<file path="config.mk">
export PLATFORM = sky130hd
export DESIGN_NAME = sdram_cmd_arbiter_flat
export DESIGN_NICKNAME = d
export VERILOG_FILES = /design/src/rtl/sdram_cmd_arbiter_if.sv /design/src/rtl/sdram_cmd_arbiter.sv /design/src/flat_wrapper.sv
export SDC_FILE = /design/constraint.sdc
export NUM_CORES = 1
export LEC_CHECK = 0
export CORE_UTILIZATION = 34
export CTS_CLUSTER_DIAMETER = 40
export DETAILED_ROUTE_END_ITERATION = 8
export PLACE_DENSITY = 0.7
export SLEW_MARGIN = 20
export SYNTH_ARGS = -nofsm -noshare
export SYNTH_HDL_FRONTEND = slang
export SYNTH_SLANG_ARGS = --single-unit
export TNS_END_PERCENT = 5
</file>
<file path="constraint.sdc">
create_clock -name Clk -period 3.47 [get_ports Clk]
set_input_delay 0.347 -clock Clk [delete_from_list [all_inputs] [get_ports Clk]]
set_output_delay 0.347 -clock Clk [all_outputs]
set_load 0.02 [all_outputs]
</file>
<file path="src/rtl/sdram_cmd_arbiter_if.sv">
// Bus bundle between the requesting masters and sdram_cmd_arbiter.
// The master modport is the requester side; the slave modport is the arbiter,
// which also drives the SDRAM command pins toward sdram_controls.
interface sdram_cmd_arbiter_if #(
    parameter int NUM_REQ = 2,
    parameter int AW      = 32
);
    logic [NUM_REQ-1:0]    req;
    logic [NUM_REQ-1:0]    req_we;
    logic [NUM_REQ*AW-1:0] req_addr;
    logic [NUM_REQ*2-1:0]  req_size;
    logic [NUM_REQ-1:0]    req_stall;
    logic [NUM_REQ-1:0]    grant;
    logic [NUM_REQ-1:0]    done;
    logic                  CS;
    logic                  RAS;
    logic                  CAS;
    logic                  WeIn;
    logic [AW-1:0]         AddrOut;
    logic [1:0]            SizeOut;

    modport master (
        output req, req_we, req_addr, req_size, req_stall,
        input  grant, done, CS, RAS, CAS, WeIn, AddrOut, SizeOut
    );

    modport slave (
        input  req, req_we, req_addr, req_size, req_stall,
        output grant, done, CS, RAS, CAS, WeIn, AddrOut, SizeOut
    );
endinterface

</file>
<file path="src/rtl/sdram_cmd_arbiter.sv">
// sdram_cmd_arbiter: shares one sdram_controls instance between NUM_REQ masters.
// The winner gets the sequence ROW -> CAS wait -> COL -> burst -> recovery on the
// active-low command pins {CS,RAS,CAS,WeIn}. Every output is a register that is
// loaded with the value for the cycle that follows the edge.
// Optional build macro SDRAM_ARB_FIXED_PRIO_EN: fixed priority (lowest requesting
// index wins) and no round-robin pointer; default build is round-robin.
module sdram_cmd_arbiter #(
    parameter int NUM_REQ = 2,
    parameter int AW      = 32
) (
    input  logic              Clk,
    input  logic              Rst,
    input  logic [7:0]        tburst,
    input  logic [7:0]        tcas,
    input  logic [7:0]        twait,
    sdram_cmd_arbiter_if.slave bus
);
    localparam int PW = $clog2(NUM_REQ);

    localparam logic [3:0] CMD_NOP   = 4'b1111;
    localparam logic [3:0] CMD_CASW  = 4'b0111;
    localparam logic [3:0] CMD_STALL = 4'b1100;

    typedef enum logic [2:0] {IDLE, ROW, CASW, COL, BURST, RECOV} state_t;

    state_t              stateReg, stateNext;
    logic [3:0]          cmdReg, cmdNext;
    logic [7:0]          cntReg, cntNext;
    logic [NUM_REQ-1:0]  grantReg, grantNext;
    logic [NUM_REQ-1:0]  doneReg, doneNext;
    logic [AW-1:0]       addrReg, addrNext;
    logic [1:0]          sizeReg, sizeNext;
    logic                wReg, wNext;
    logic [PW-1:0]       winReg, winNext;
`ifndef SDRAM_ARB_FIXED_PRIO_EN
    logic [PW-1:0]       ptrReg, ptrNext;
`endif

    logic                anyReq;
    logic [PW-1:0]       pick;
    logic [7:0]          beats;
    logic                stallNow;

    logic [AW-1:0]       addrArr [NUM_REQ];
    logic [1:0]          sizeArr [NUM_REQ];

    // Per-master views of the flattened address and size buses
    for (genvar gi = 0; gi < NUM_REQ; gi++) begin : g_unpack
        assign addrArr[gi] = bus.req_addr[gi*AW +: AW];
        assign sizeArr[gi] = bus.req_size[gi*2 +: 2];
    end

    // Winner selection; scanning from the far end lets the closest requester win
    always_comb begin
        anyReq = 1'b0;
        pick   = '0;
`ifdef SDRAM_ARB_FIXED_PRIO_EN
        for (int i = NUM_REQ - 1; i >= 0; i--) begin
            if (bus.req[i]) begin
                anyReq = 1'b1;
                pick   = PW'(i);
            end
        end
`else
        for (int i = NUM_REQ - 1; i >= 0; i--) begin
            int            idx;
            logic [PW-1:0] idxSel;
            idx = int'(ptrReg) + i;
            if (idx >= NUM_REQ) begin
                idx = idx - NUM_REQ;
            end
            idxSel = PW'(idx);
            if (bus.req[idxSel]) begin
                anyReq = 1'b1;
                pick   = idxSel;
            end
        end
`endif
    end

    assign beats    = (tburst == 8'd0) ? 8'd1 : tburst;
    assign stallNow = bus.req_stall[winReg];

    // Next-state and next-output logic for the command sequencer
    always_comb begin
        stateNext = stateReg;
        cmdNext   = cmdReg;
        cntNext   = cntReg;
        grantNext = grantReg;
        doneNext  = '0;
        addrNext  = addrReg;
        sizeNext  = sizeReg;
        wNext     = wReg;
        winNext   = winReg;
`ifndef SDRAM_ARB_FIXED_PRIO_EN
        ptrNext   = ptrReg;
`endif
        case (stateReg)
            IDLE: begin
                cmdNext = CMD_NOP;
                if (anyReq) begin
                    stateNext = ROW;
                    winNext   = pick;
                    grantNext = NUM_REQ'(1) << pick;
                    addrNext  = addrArr[pick];
                    sizeNext  = sizeArr[pick];
                    wNext     = ~bus.req_we[pick];
                    cmdNext   = {3'b001, ~bus.req_we[pick]};
`ifndef SDRAM_ARB_FIXED_PRIO_EN
                    ptrNext   = (pick == PW'(NUM_REQ - 1)) ? '0 : pick + PW'(1);
`endif
                end
            end
            ROW: begin
                if (tcas == 8'd0) begin
                    stateNext = COL;
                    cmdNext   = {3'b010, wReg};
                end else begin
                    stateNext = CASW;
                    cmdNext   = CMD_CASW;
                    cntNext   = tcas;
                end
            end
            CASW: begin
                if (cntReg <= 8'd1) begin
                    stateNext = COL;
                    cmdNext   = {3'b010, wReg};
                    cntNext   = 8'd0;
                end else begin
                    cntNext   = cntReg - 8'd1;
                end
            end
            COL: begin
                // cntReg in BURST counts beats still to be issued after the current cycle
                stateNext = BURST;
                if (stallNow) begin
                    cmdNext = CMD_STALL;
                    cntNext = beats;
                end else begin
                    cmdNext  = {3'b011, wReg};
                    cntNext  = beats - 8'd1;
                    doneNext = (beats == 8'd1) ? grantReg : '0;
                end
            end
            BURST: begin
                if (cntReg == 8'd0) begin
                    grantNext = '0;
                    cmdNext   = CMD_NOP;
                    if (twait == 8'd0) begin
                        stateNext = IDLE;
                    end else begin
                        stateNext = RECOV;
                        cntNext   = twait;
                    end
                end else if (stallNow) begin
                    cmdNext = CMD_STALL;
                end else begin
                    cmdNext  = {3'b011, wReg};
                    cntNext  = cntReg - 8'd1;
                    doneNext = (cntReg == 8'd1) ? grantReg : '0;
                end
            end
            RECOV: begin
                cmdNext = CMD_NOP;
                if (cntReg <= 8'd1) begin
                    stateNext = IDLE;
                    cntNext   = 8'd0;
                end else begin
                    cntNext   = cntReg - 8'd1;
                end
            end
            default: begin
                stateNext = IDLE;
                cmdNext   = CMD_NOP;
                grantNext = '0;
                cntNext   = 8'd0;
            end
        endcase
    end

    // State and output registers with synchronous reset
    always_ff @(posedge Clk) begin
        if (Rst) begin
            stateReg <= IDLE;
            cmdReg   <= CMD_NOP;
            cntReg   <= 8'd0;
            grantReg <= '0;
            doneReg  <= '0;
            addrReg  <= '0;
            sizeReg  <= 2'b00;
            wReg     <= 1'b0;
            winReg   <= '0;
`ifndef SDRAM_ARB_FIXED_PRIO_EN
            ptrReg   <= '0;
`endif
        end else begin
            stateReg <= stateNext;
            cmdReg   <= cmdNext;
            cntReg   <= cntNext;
            grantReg <= grantNext;
            doneReg  <= doneNext;
            addrReg  <= addrNext;
            sizeReg  <= sizeNext;
            wReg     <= wNext;
            winReg   <= winNext;
`ifndef SDRAM_ARB_FIXED_PRIO_EN
            ptrReg   <= ptrNext;
`endif
        end
    end

    assign bus.CS      = cmdReg[3];
    assign bus.RAS     = cmdReg[2];
    assign bus.CAS     = cmdReg[1];
    assign bus.WeIn    = cmdReg[0];
    assign bus.grant   = grantReg;
    assign bus.done    = doneReg;
    assign bus.AddrOut = addrReg;
    assign bus.SizeOut = sizeReg;
endmodule

</file>
<file path="src/flat_wrapper.sv">
// flat-port wrapper written by rule: the top's interface ports become plain ports
module sdram_cmd_arbiter_flat 
#(
    parameter int NUM_REQ = 2,
    parameter int AW      = 32
)
  (Clk, Rst, tburst, tcas, twait, bus_req, bus_req_we, bus_req_addr, bus_req_size, bus_req_stall, bus_grant, bus_done, bus_CS, bus_RAS, bus_CAS, bus_WeIn, bus_AddrOut, bus_SizeOut);
  sdram_cmd_arbiter_if #(.NUM_REQ(NUM_REQ), .AW(AW)) bus_i ();
  input  logic Clk;
  input  logic Rst;
  input  logic [7:0] tburst;
  input  logic [7:0] tcas;
  input  logic [7:0] twait;
  input wire logic [$bits(bus_i.req)-1:0] bus_req;
  input wire logic [$bits(bus_i.req_we)-1:0] bus_req_we;
  input wire logic [$bits(bus_i.req_addr)-1:0] bus_req_addr;
  input wire logic [$bits(bus_i.req_size)-1:0] bus_req_size;
  input wire logic [$bits(bus_i.req_stall)-1:0] bus_req_stall;
  output wire logic [$bits(bus_i.grant)-1:0] bus_grant;
  output wire logic [$bits(bus_i.done)-1:0] bus_done;
  output wire logic [$bits(bus_i.CS)-1:0] bus_CS;
  output wire logic [$bits(bus_i.RAS)-1:0] bus_RAS;
  output wire logic [$bits(bus_i.CAS)-1:0] bus_CAS;
  output wire logic [$bits(bus_i.WeIn)-1:0] bus_WeIn;
  output wire logic [$bits(bus_i.AddrOut)-1:0] bus_AddrOut;
  output wire logic [$bits(bus_i.SizeOut)-1:0] bus_SizeOut;
  assign bus_i.req = bus_req;
  assign bus_i.req_we = bus_req_we;
  assign bus_i.req_addr = bus_req_addr;
  assign bus_i.req_size = bus_req_size;
  assign bus_i.req_stall = bus_req_stall;
  assign bus_grant = bus_i.grant;
  assign bus_done = bus_i.done;
  assign bus_CS = bus_i.CS;
  assign bus_RAS = bus_i.RAS;
  assign bus_CAS = bus_i.CAS;
  assign bus_WeIn = bus_i.WeIn;
  assign bus_AddrOut = bus_i.AddrOut;
  assign bus_SizeOut = bus_i.SizeOut;
  sdram_cmd_arbiter #(.NUM_REQ(NUM_REQ), .AW(AW)) u_core (.Clk(Clk), .Rst(Rst), .tburst(tburst), .tcas(tcas), .twait(twait), .bus(bus_i));
endmodule
</file>
== After elaboration in Yosys (flattened, before gate mapping) ==
Cells that the tools add are included.
Cells by class
  add/sub/neg operators: 6
  $mul: 0
  divide/modulo/power cells: 0
  magnitude comparators: 8
  eq/ne operators: 14
  shift-type cells: 1
  mux-type cells: 51
  bitwise operators: 4
  reductions and logical operators: 11
Operator list (number)
  two-way mux 32 bit: 3
  two-way mux 8 bit: 7
  one-hot mux 8 bit (5 select lines): 1
  zero test 8 bit: 4
  two-way mux 2 bit: 11
  one-hot mux 4 bit (5 select lines): 1
  one-hot mux 3 bit (6 select lines): 1
  equality test 8 x 1 -> 1 bit, second input constant: 2
  two-way mux 1 bit: 16
  two-way mux 4 bit: 4
  subtractor 8 x 1 -> 8 bit, second input constant: 2
  two-way mux 3 bit: 5
  <= comparator 8 x 1 -> 1 bit, second input constant: 1
  less-than comparator 1 x 2 -> 1 bit, second input constant: 4
  inequality test 2 x 1 -> 1 bit, second input constant: 4
  AND reduction 4 bit: 2
  equality test 3 x 2 -> 1 bit, second input constant: 2
  equality test 3 bit, second input constant: 2
  inequality test 3 bit, second input constant: 2
  one-hot mux 2 bit (3 select lines): 1
  >= comparator 2 bit, second input constant: 2
  one-hot mux 2 bit (2 select lines): 1
  OR reduction 4 bit: 1
  equality test 3 x 1 -> 1 bit, second input constant: 1
  other kinds (12): 15
Storage, ports and cells
  bits in registers: 56
  latch bits: 0
  memory bits (writable): 0
  ROM bits: 0
  memories: 0

== Logic depth before layout (Yosys ltp) ==
  word-level depth: 12
  depth in mapped cells: 10

== Least setup slack after synthesis ==
Ideal clock, no wire load.
  kind: register to register
  start: register u_core.cntReg[0]
  end: register u_core.cntReg[3]
  data arrival time: 2123 ps
  data required time: 3348 ps
  slack: 1225 ps
  stages on the path, launching flop included: 10
  clock period less this slack: 2245 ps
  path through: dfxtp_1 -> inv_1 -> ha_1 -> or3b_1 -> clkbuf_1 -> nor4_4 -> o31ai_2 -> and3_1 -> clkbuf_2 -> a221o_1
On the way
  word-level cells in the longest chain between the ends: 4
  elaborated cells between the ends (all ways): 10
RTL lines
  start: declaration: line sdram_cmd_arbiter.sv:28  | logic [7:0] cntReg, cntNext;
  start signal: assignment: line sdram_cmd_arbiter.sv:199  | cntReg <= cntNext;
  subtractor 8 x 1 -> 8 bit: line sdram_cmd_arbiter.sv:130, sdram_cmd_arbiter.sv:159, sdram_cmd_arbiter.sv:169
  two-way mux 8 bit: line sdram_cmd_arbiter.sv:155  | end else if (stallNow) begin
  two-way mux 8 bit: line sdram_cmd_arbiter.sv:146  | if (cntReg == 8'd0) begin
  one-hot mux 8 bit (5 select lines): line sdram_cmd_arbiter.sv:98  | case (stateReg)
Several ways; a longest one is shown, not always the timed one. The select of a mux whose other input is x is not followed.
A chain may end at the register's enable or synchronous reset.

== Worst setup path after layout ==
  start: input tburst[3]
  end: register u_core.cntReg[1]
On the way
  word-level cells in the longest chain between the ends: 5
RTL lines
  start: declaration: line flat_wrapper.sv:11  | input logic [7:0] tburst;
  zero test 8 bit *: line sdram_cmd_arbiter.sv:81  | assign beats = (tburst == 8'd0) ? 8'd1 : tburst;
  two-way mux 8 bit *: line sdram_cmd_arbiter.sv:81
  subtractor 8 x 1 -> 8 bit: line sdram_cmd_arbiter.sv:141  | cntNext = beats - 8'd1;
  two-way mux 8 bit *: line sdram_cmd_arbiter.sv:136  | if (stallNow) begin
  one-hot mux 8 bit (5 select lines) *: line sdram_cmd_arbiter.sv:98
Mark *: on every way between the ends. The rest lies on a longest branch, timed or not.

==> flow_metrics.tcl <==
set metrics [dict create \
    status "complete, no violations" \
    die_area_mm2 0.00879 \
    drt_via_density 5.72 \
    reg2reg_slack_ps 890 \
    die_w_um 93.8 \
    clock_sinks 56 \
    post-route-period-util_pct 74.8 \
    detailed_place_hpwl_mm 7.03 \
    area.growth.synth_to_final_pct 56.1 \
    floorplan.rows 33 \
    grt_max_degree 50 \
    clock_insertion_delay_worst_skew_ps 300 \
    cts-buffers-inserted 5 \
    post_synth_most_frequent_cells "sky130_fd_sc_hd__nor2_1 (59), sky130_fd_sc_hd__dfxtp_1 (56), sky130_fd_sc_hd__a222oi_1 (32)" \
    sw_frac_of_total_pct 40.5 \
    worst_relative_slew_slack_pct 37.4 \
    nets 570 \
    crit_path_start_kind "input port" \
    clock_root_buffer "sky130_fd_sc_hd__clkbuf_8" \
    worst-endpoint-required_ps 3630 \
    antenna_violating_nets_post_route 0 \
    grt-busiest-layer "met2" \
    timing.setup.tns_ps 0 \
    report.final.slew_viol_count 0 \
    grt_use_total_pct 21.5 \
    postSynth.asyncResetShare_pct 0 \
    hold_path.class "reg -> reg" \
    tritoncts "done" \
    total_switching_power_mw 1.06 \
    critPathMaxFanout 5 \
    synth.cell_area_mm2 0.00286 \
    detail_route.wl_per_cell_um 16.5 \
    drive_above_1_share_pct 5.35 \
    antenna_cells 0 \
    power_per_cell_area_mw_per_mm2 588 \
    core_region_area_mm2 0.00818 \
    drt_first_pass_iters 6 \
    synth.yosys.warnings 0 \
    cts_setup_buffers 0 \
    post-synth-top-count-cell "sky130_fd_sc_hd__nor2_1" \
    postCtsHoldBufs 0 \
    via_count_of_the_first_global_routing_pass 3113 \
    max_stage_delay_ps 480 \
    finalSetupViolCount 0 \
    final.setup.worst_slack_ps 873 \
    critPathTopFamily "simple AND/OR/NAND/NOR gates" \
    power_share_of_the_clock_group_pct 14.3 \
    power_frac_comb_pct 51.5 \
    detailedRoute.firstIterationViolations 395 \
    holdPathEnd "u_core.cmdReg[1]" \
    path_class "in -> reg" \
    seq_area_frac_synth_pct 39.1 \
    dp_slack_ps 538 \
    postRouteWirelength_mm 9.46 \
    holdCritStartpoint "u_core.cmdReg[1]" \
    irDropWorstVdd_v 0.000250 \
    cts_repair_resize_count 0 \
    place_congestion 0.906 \
    holdPathStages 1 \
    grt_pass1_wl_mm 15.1 \
    worst-slew-pin-transition_ps 939 \
    finalCriticalPeriod_ps 2600 \
    met1_usage_pct 27.3 \
    synth_area_leader_cell "sky130_fd_sc_hd__dfxtp_1" \
    worst_hold_slack_ps 486 \
    cap_violations 0 \
    fmax_ghz 0.385 \
    initial_antenna_violation_count 0 \
    syn_inst 338 \
    power.share.sequential_pct 34.2 \
    cp.buffers_inverters 1 \
    cts.clk_slew.worst_paths_ps 100 \
    drc_errors 0 \
    clockBufferDepth 2 \
    vias 3271 \
    rsz0062_at_grt "false" \
    leakage_power_figure_nw 1.62 \
    endpoint_kind "flip-flop" \
    timing_hold_violations_final 0 \
    cell_internal_pwr_mw 1.56 \
    post-synth-top-area-fraction_pct 39.1 \
    synth.net_count 442 \
    worstReg2RegEnd "u_core.cntReg[5]" \
    fin_util_pct 54.7 \
    die_h_um 93.8 \
    gr-usage-met2_pct 35.6 \
    arrival_ps 2750 \
    initial_core_utilization_pct 35.0 \
    cts.htree.levels 2 \
    buffer_ports.inserted 141 \
    critPathSlowestCell "sky130_fd_sc_hd__clkdlybuf4s50_1" \
    gr-usage-met3_pct 6.55 \
    ioPinCount 142 \
    count_of_flip_flops_with_a_built_in_enable_after_synthesis 0 \
    post_synth_num_cell_types 55 \
    worst_r2r_path_depth 7 \
    synth_flop_cell "sky130_fd_sc_hd__dfxtp_1" \
    final.setup_skew_ps 7.06 \
    reg2reg_from "u_core.stateReg[2]" \
    cp_cell_sequence "clkdlybuf4s50_1 -> nor4_1 -> nor3b_1 -> a21oi_1 -> ha_1 -> o21ai_0 -> a222oi_1 -> o2111a_1 -> nor3_1" \
    synth_area_leaders "sky130_fd_sc_hd__dfxtp_1 (39%), sky130_fd_sc_hd__a222oi_1 (11%), sky130_fd_sc_hd__nor2_1 (7.7%)" \
    post_synth.cell_area_avg_um2 8.47 \
    global_route.overflow_total 0 \
    postSynthRegisterBits 56 \
]
-- power by group through the flow --
stage,clock [mW],combinational [mW],sequential [mW]
2_1_floorplan,0,0.714,0.987
3_3_place_gp,0,1.29,0.908
3_5_place_dp,0,1.31,0.910
4_1_cts,0.391,1.31,0.897
5_1_grt,0.419,1.46,0.921
6_report,0.376,1.35,0.899
-- how the worst max path moves through the flow --
stage	startpoint	endpoint	depth (start not counted)	slack (ps)
after floorplan	u_core.cntReg[0]	u_core.cntReg[3]	9	1220
after global placement	tburst[3]	u_core.cntReg[4]	10	670
after detailed placement	tburst[3]	u_core.cntReg[1]	9	540
after CTS	tburst[3]	u_core.cntReg[1]	9	870
after global routing	tburst[3]	u_core.cntReg[4]	10	560
final	tburst[3]	u_core.cntReg[1]	9	870
-- per-layer routing --
metal | wire (um) | part of all wire, % | up-vias
met5 | 0 | 0 | -
met4 | 85 | 0.90 | 0
met3 | 955 | 10 | 8
met2 | 4670 | 49 | 170
met1 | 3750 | 40 | 1541
li1 | - | - | 1552
-- cell usage in the layout, fill, tap and decap left out, types with 3 or more instances in the layout --
| master | netlist | routed |
|---|---|---|
| sky130_fd_sc_hd__a221o_1 | 3 | 3 |
| sky130_fd_sc_hd__a21oi_1 | 23 | 23 |
| sky130_fd_sc_hd__or4_1 | 7 | 7 |
| sky130_fd_sc_hd__a222oi_1 | 32 | 32 |
| sky130_fd_sc_hd__nand3_1 | 8 | 8 |
| sky130_fd_sc_hd__a22oi_1 | 4 | 4 |
| sky130_fd_sc_hd__dfxtp_1 | 56 | 56 |
| sky130_fd_sc_hd__o21ai_0 | 16 | 16 |
| sky130_fd_sc_hd__a31oi_1 | 4 | 4 |
| sky130_fd_sc_hd__mux2i_1 | 7 | 7 |
| sky130_fd_sc_hd__nor3b_1 | 3 | 3 |
| sky130_fd_sc_hd__o31ai_1 | 4 | 4 |
| sky130_fd_sc_hd__and3_1 | 3 | 3 |
| sky130_fd_sc_hd__nor2_1 | 59 | 58 |
| sky130_fd_sc_hd__buf_4 | 0 | 5 |
| sky130_fd_sc_hd__clkdlybuf4s50_1 | 0 | 140 |
| sky130_fd_sc_hd__ha_1 | 4 | 4 |
| sky130_fd_sc_hd__clkbuf_8 | 0 | 6 |
| sky130_fd_sc_hd__nor3_1 | 10 | 10 |
| sky130_fd_sc_hd__inv_1 | 8 | 8 |
| sky130_fd_sc_hd__and2_1 | 3 | 3 |
| sky130_fd_sc_hd__nand2_1 | 18 | 18 |
-- through the flow --
stage / power [mW] / cell area, um^2 / cells
6_report: 2.63 / 4470 / 572
5_1_grt: 2.80 / 4470 / 572
4_1_cts: 2.60 / 4440 / 571
3_5_place_dp: 2.22 / 4350 / 563
3_3_place_gp: 2.20 / 4350 / 563
2_1_floorplan: 1.70 / 2860 / 338
-- flip-flops by register name (all words and copies together), names as in the netlist, 2 cells and up --
signal / cells
u_core.stateReg: 3
u_core.cntReg: 8
u_core.bus.SizeOut: 2
u_core.bus.grant: 2
u_core.bus.done: 2
u_core.cmdReg: 4
u_core.bus.AddrOut: 32
-- logic make-up (layout without fill, tap and decap cells) --
family / Yosys count / count (layout) / share of synthesized area (%)
compound gates: 105 / 105 / 28.0
flops: 56 / 56 / 39.1
fa+ha+maj: 4 / 4 / 1.75
xor+xnor: 4 / 4 / 1.22
mux: 8 / 8 / 2.84
buf+inv: 34 / 163 / 4.81
simple gates: 127 / 127 / 22.2
-- final cells by class --
cell class | count | area (um^2)
clock buffer | 7 | 86.3
sequential | 56 | 1120
inverter | 8 | 30.0
multi-input combinational | 248 | 1620
clock inverter | 1 | 7.51
tap | 105 | 131
timing repair buffer | 147 | 1470
fill | 739 | 3710
No activity file was read; power rests on OpenSTA's default activity.
==> RTL change 1, RTL diff (same flow settings) <==
Encoding of `state_t`: now one-hot (6 bits for 6 states).
--- a/src/rtl/sdram_cmd_arbiter.sv
+++ b/src/rtl/sdram_cmd_arbiter.sv
@@ -21,7 +21,7 @@
     localparam logic [3:0] CMD_CASW  = 4'b0111;
     localparam logic [3:0] CMD_STALL = 4'b1100;
 
-    typedef enum logic [2:0] {IDLE, ROW, CASW, COL, BURST, RECOV} state_t;
+    typedef enum logic [5:0] {IDLE = 6'b000001, ROW = 6'b000010, CASW = 6'b000100, COL = 6'b001000, BURST = 6'b010000, RECOV = 6'b100000} state_t;
 
     state_t              stateReg, stateNext;
     logic [3:0]          cmdReg, cmdNext;
Formal check against the unedited RTL: no difference found for any inputs over 10 cycles, from zero or initial values and one cycle with Rst high; not proved beyond that.
==> RTL change 1 against the unedited design <==
  * Die area grew 4.8%
  * Sequential cell count grew 3
  * Synthesized cell count is 2.1% higher
  * Sequential share of layout area up 0.20 points
  * Final area grew 4.5%
  * Fmax is 5.5% lower
  * Area after synthesis is 4.9% higher
  * Routed wire length is 3.5% higher
  * Critical path type is now reg2reg
  * Utilization rose by 1.1 points
  * Worst setup slack lost 0.15 ns
Power is not compared: it rests on default switching activity, and its combinational part moved more than twofold at a synthesized area within 25%.
==> RTL change 1: results (changes against the unedited design) <==
| Metric | Value |
|---|---|
| Worst Skew | 0.0163 ns (was 0.00706 ns) |
| Share of layout cells above drive strength 1 | 7.14% (was 5.35%) |
| Placed insts | 565 (was 563) |
| Unique masters post-synth | 62 (was 55) |
| Syn_nets | 449 (was 442) |
| Worst-path maximum fanout | 9 (was 5) |
| Sw Share | 30.6% |
| PortBufs | 141 (unchanged) |
| CTS clock-pin slew for the worst setup and hold paths | 0.08 ns (was 0.10 ns) |
| HPWL after DPL | 7270 um (was 7030 um) |
| Async S/R FF share, synth | 0% (unchanged) |
| Iter 0 DRT Violations | 362 (was 395) |
| DR pass1 iterations | 5 (was 6) |
| Total GRT Usage | 21.4% (was 21.5%) |
| Largest net degree at the start of global routing | 58 (was 50) |
| Post-Syn Area per Cell | 8.71 um^2 (was 8.47 um^2) |
| Wire per inst | 16.9 um (was 16.5 um) |
| Nets@finish | 575 (was 570) |
| Hold Crit Start | u_core.bus.grant[0] (was u_core.cmdReg[1]) |
| Postcts setup bufs | 0 (unchanged) |
| WP data required | 3.74 ns (was 3.63 ns) |
| Initial antenna violation count | 0 (unchanged) |
| Synth top area cells | dfxtp_1 (39%), a222oi_1 (11%), nor2_1 (7.6%) (was dfxtp_1 (39%), a222oi_1 (11%), nor2_1 (7.7%)) |
| Post-CTS Resized | 0 (unchanged) |
| DRT Wirelength | 9790 um (was 9460 um) |
| Reg2Reg Setup Slack | 0.72 ns (was 0.89 ns) |
| Top sig layer | met4 (unchanged) |
| Hold Path End | u_core.bus.done[0] (was u_core.cmdReg[1]) |
| Via count of the first global-routing pass | 3155 (was 3113) |
| Metal3 WL | 530 um (was 955 um) |
| CTS H-tree lvls | 3 (was 2) |
| Hold WC Path Type | reg2reg (unchanged) |
| WHS Path Cells | 2 (was 1) |
| Cell depth of the worst flop-to-flop path | 8 (was 7) |
| Yosys warnings | 0 (unchanged) |
| GPL Wtd Cong | 0.877 (was 0.906) |
| Most instantiated cells after synthesis | nor2_1 (61), dfxtp_1 (59), a222oi_1 (34) (was nor2_1 (59), dfxtp_1 (56), a222oi_1 (32)) |
| Critical R2R Capture | u_core.cntReg[7] (was u_core.cntReg[5]) |
| Worst R2R Start | u_core.cntReg[0] (was u_core.stateReg[2]) |
| Clock buffer depth | 2 (unchanged) |
| Placed cell area | 4470 um^2 (was 4350 um^2) |
| Maximum vdd ir drop | 0.000253 V |
| Storage cell area | 1180 um^2 (was 1120 um^2) |
| Vias | 3294 (was 3271) |
| N_diodes | 0 (unchanged) |
| Max reg flops | 32 (unchanged) |
| LEAKAGE | 1.70 nW |
| Post-Route M1 WL | 4250 um (was 3750 um) |
| Worst-Skew Late Latency | 0.33 ns (was 0.30 ns) |
| Sequential fraction of the synthesis area | 39.3% (was 39.1%) |
| Status | finished clean (unchanged) |
| Wire length on met2 | 4890 um (was 4670 um) |
| Fillers | 770 (was 739) |
| Worst relative slew slack | 29.6% (was 37.4%) |
| First-pass GRT wire length | 15300 um (was 15100 um) |
| Num CTS Buffers | 9 (was 5) |
RTL change 1: cell count changes after synthesis, moves of 4 or more:
cell      unedited run  this run
or4_1                7         2
o21ai_0             16         8
nand2b_1             1         7
nor4_1               1         6
nand3_1              8         4
a21oi_1             23        14
nand2_1             18        10
RTL change 1: cells by family (layout without fill, tap and decap cells):
family,Yosys count,after routing,synth area share (%)
flops,59,59,39.3
mux,5,5,1.71
buf+inv,38,169,4.87
compound gates,102,102,27.6
simple gates,128,128,22.2
xor+xnor,9,9,2.62
fa+ha+maj,4,4,1.67
RTL change 1: routing by layer:
metal | vias to the layer above | global-route usage, %
met1 | 1586 | 28.1
li1 | 1591 | -
met4 | 0 | 7.09
met2 | 107 | 34.3
met3 | 10 | 4.90
met5 | - | 0
RTL change 1: worst max-delay path: stages, from the launching register on:
cell	delay (ns)
dfxtp_1	0.37
inv_1	0.08
ha_1	0.26
or3b_1	0.53
a211oi_2	0.24
o31ai_2	0.12
nor4b_2	0.71
o2bb2ai_1	0.23
a22o_1	0.16
RTL change 1: per-stage QoR:
step | worst slack, ns | hold slack, ns
floorplan | 1.12 | 0.434
global placement | 0.583 | 0.449
detailed placement | 0.512 | 0.446
CTS | 0.746 | 0.451
global route | 0.568 | 0.472
finish | 0.721 | 0.450
RTL change 1: worst max path at each step:
stage | from | to | slack [ns] | cells after the start
2_1_floorplan | u_core.cntReg[0] | u_core.cntReg[5] | 1.12 | 9
3_3_place_gp | tburst[2] | u_core.cntReg[6] | 0.58 | 10
3_5_place_dp | tburst[2] | u_core.cntReg[6] | 0.51 | 10
4_1_cts | u_core.cntReg[0] | u_core.cntReg[7] | 0.75 | 8
5_1_grt | u_core.cntReg[0] | u_core.cntReg[7] | 0.57 | 8
6_report | u_core.cntReg[0] | u_core.cntReg[7] | 0.72 | 8
RTL change 1: layout make-up:
type,instances,area share (%)
Multi-Input combinational cell,248,36.2
Timing Repair Buffer,145,30.7
Sequential cell,59,25.3
Tap cell,105,2.81
Clock buffer,9,2.65
Clock inverter,7,1.63
Inverter,8,0.643
RTL change 1: power by group through the flow:
| stage | combinational [mW] | sequential, mW | clock [mW] |
|---|---|---|---|
| 2_1_floorplan | 0.209 | 0.839 | 0 |
| 3_3_place_gp | 0.537 | 0.785 | 0 |
| 3_5_place_dp | 0.542 | 0.787 | 0 |
| 4_1_cts | 0.545 | 0.772 | 0.650 |
| 5_1_grt | 0.583 | 0.780 | 0.679 |
| 6_report | 0.541 | 0.773 | 0.631 |
==> RTL change 2, RTL diff (same settings) <==
Without the edit above. `NUM_REQ` is set to 2 in 3 places; all go to 4.
--- a/src/rtl/sdram_cmd_arbiter_if.sv
+++ b/src/rtl/sdram_cmd_arbiter_if.sv
@@ -2,7 +2,7 @@
 // The master modport is the requester side; the slave modport is the arbiter,
 // which also drives the SDRAM command pins toward sdram_controls.
 interface sdram_cmd_arbiter_if #(
-    parameter int NUM_REQ = 2,
+    parameter int NUM_REQ = 4,
     parameter int AW      = 32
 );
     logic [NUM_REQ-1:0]    req;
--- a/src/rtl/sdram_cmd_arbiter.sv
+++ b/src/rtl/sdram_cmd_arbiter.sv
@@ -5,7 +5,7 @@
 // Optional build macro SDRAM_ARB_FIXED_PRIO_EN: fixed priority (lowest requesting
 // index wins) and no round-robin pointer; default build is round-robin.
 module sdram_cmd_arbiter #(
-    parameter int NUM_REQ = 2,
+    parameter int NUM_REQ = 4,
     parameter int AW      = 32
 ) (
     input  logic              Clk,
--- a/src/flat_wrapper.sv
+++ b/src/flat_wrapper.sv
@@ -1,7 +1,7 @@
 // flat-port wrapper written by rule: the top's interface ports become plain ports
 module sdram_cmd_arbiter_flat 
 #(
-    parameter int NUM_REQ = 2,
+    parameter int NUM_REQ = 4,
     parameter int AW      = 32
 )
   (Clk, Rst, tburst, tcas, twait, bus_req, bus_req_we, bus_req_addr, bus_req_size, bus_req_stall, bus_grant, bus_done, bus_CS, bus_RAS, bus_CAS, bus_WeIn, bus_AddrOut, bus_SizeOut);
Ports: changed (7 resized); port bits go from 142 to 220. The function was not compared with the original's and may differ.
==> RTL change 2 against the unedited design <==
  * Power is 120% higher
  * Sequential power is 42% higher
  * Final area is 58% higher
  * Area after synthesis is 57% higher
  * Sequential cell count is 6 higher
  * Clock skew is 0.0040 ns higher
  * Synthesized cell count is 58% higher
  * First-iteration DRC count is 24% lower
  * Highest routed layer unchanged
  * Register-to-register slack worse by 0.09 ns
  * Critical path depth is 2 lower
  * Routed wire length is 84% higher
  * Combinational power grew to 2.6 times the old value
  * Worst setup slack worse by 0.072 ns
==> RTL change 2: results (changes against the unedited design) <==
| Metric | Value |
|---|---|
| Post-Syn Area per Cell | 8.39 um^2 (was 8.47 um^2) |
| Worst-Skew Late Latency | 0.33 ns (was 0.30 ns) |
| Fin util | 55.6% (was 54.7%) |
| Mux share of post-synthesis cell area | 1.67% (was 2.84%) |
| Syn_nets | 717 (was 442) |
| Worst slew pin tran | 0.891 ns (was 0.939 ns) |
| Critical-path top delay cell | nor3_1 (was clkdlybuf4s50_1) |
| Sequential cell power | 1.28 mW (was 0.899 mW) |
| Nonclk inv count | 15 (was 8) |
| Clock buffer count | 9 (was 7) |
| Xor/xnor share of the synthesized area | 1.56% (was 1.22%) |
| WHS Path Cells | 2 (was 1) |
| CTS clock-pin slew for the worst setup and hold paths | 0.06 ns (was 0.10 ns) |
| Unique masters post-synth | 71 (was 55) |
| Multi-In Gates | 404 (was 248) |
| Fraction of area in multi-input gates | 41.9% (was 36.3%) |
| Sequential share of cell area | 17.6% (was 25.1%) |
| Tcrit/Tclk final | 76.9% (was 74.8%) |
| DRT Wirelength | 17400 um (was 9460 um) |
| Max incr delay on CP | 0.66 ns (was 0.48 ns) |
| Die width | 117 um (was 93.8 um) |
| Sequential fraction of the synthesis area | 27.7% (was 39.1%) |
| LEAKAGE | 2.63 nW (was 1.62 nW) |
| Synth top area cells | dfxtp_1 (28%), a211oi_1 (12%), and3_1 (9.8%) (was dfxtp_1 (39%), a222oi_1 (11%), nor2_1 (7.7%)) |
| DR pass1 iterations | 5 (was 6) |
| Largest net degree at the start of global routing | 69 (was 50) |
| Via count of the first global-routing pass | 5019 (was 3113) |
| Maximum vdd ir drop | 0.000323 V (was 0.000250 V) |
| Iter 0 DRT Violations | 300 (was 395) |
| Share of layout cells above drive strength 1 | 7.44% (was 5.35%) |
| Status | finished clean (unchanged) |
[RTL change 2: cell count changes after synthesis, moves of 7 or more]
| cell | before | now |
|---|---|---|
| a211oi_1 | 1 | 70 |
| a21oi_1 | 23 | 16 |
| a222oi_1 | 32 | 3 |
| and3_1 | 3 | 70 |
| clkbuf_1 | 23 | 42 |
| inv_1 | 8 | 15 |
| nand3b_1 | 0 | 39 |
| nor2_1 | 59 | 16 |
| o21ai_0 | 16 | 4 |
| o31ai_1 | 4 | 36 |
| or3_1 | 1 | 8 |
[RTL change 2: routing by layer]
layer / global-route usage (%) / wire, um / vias up / part of all wire (%)
li1: - / - / 2485 / -
met1: 30.5 / 7080 / 2445 / 41
met2: 42.6 / 8400 / 221 / 48
met3: 6.80 / 1370 / 42 / 7.9
met4: 10.6 / 539 / 0 / 3.1
met5: 0 / 0 / - / 0
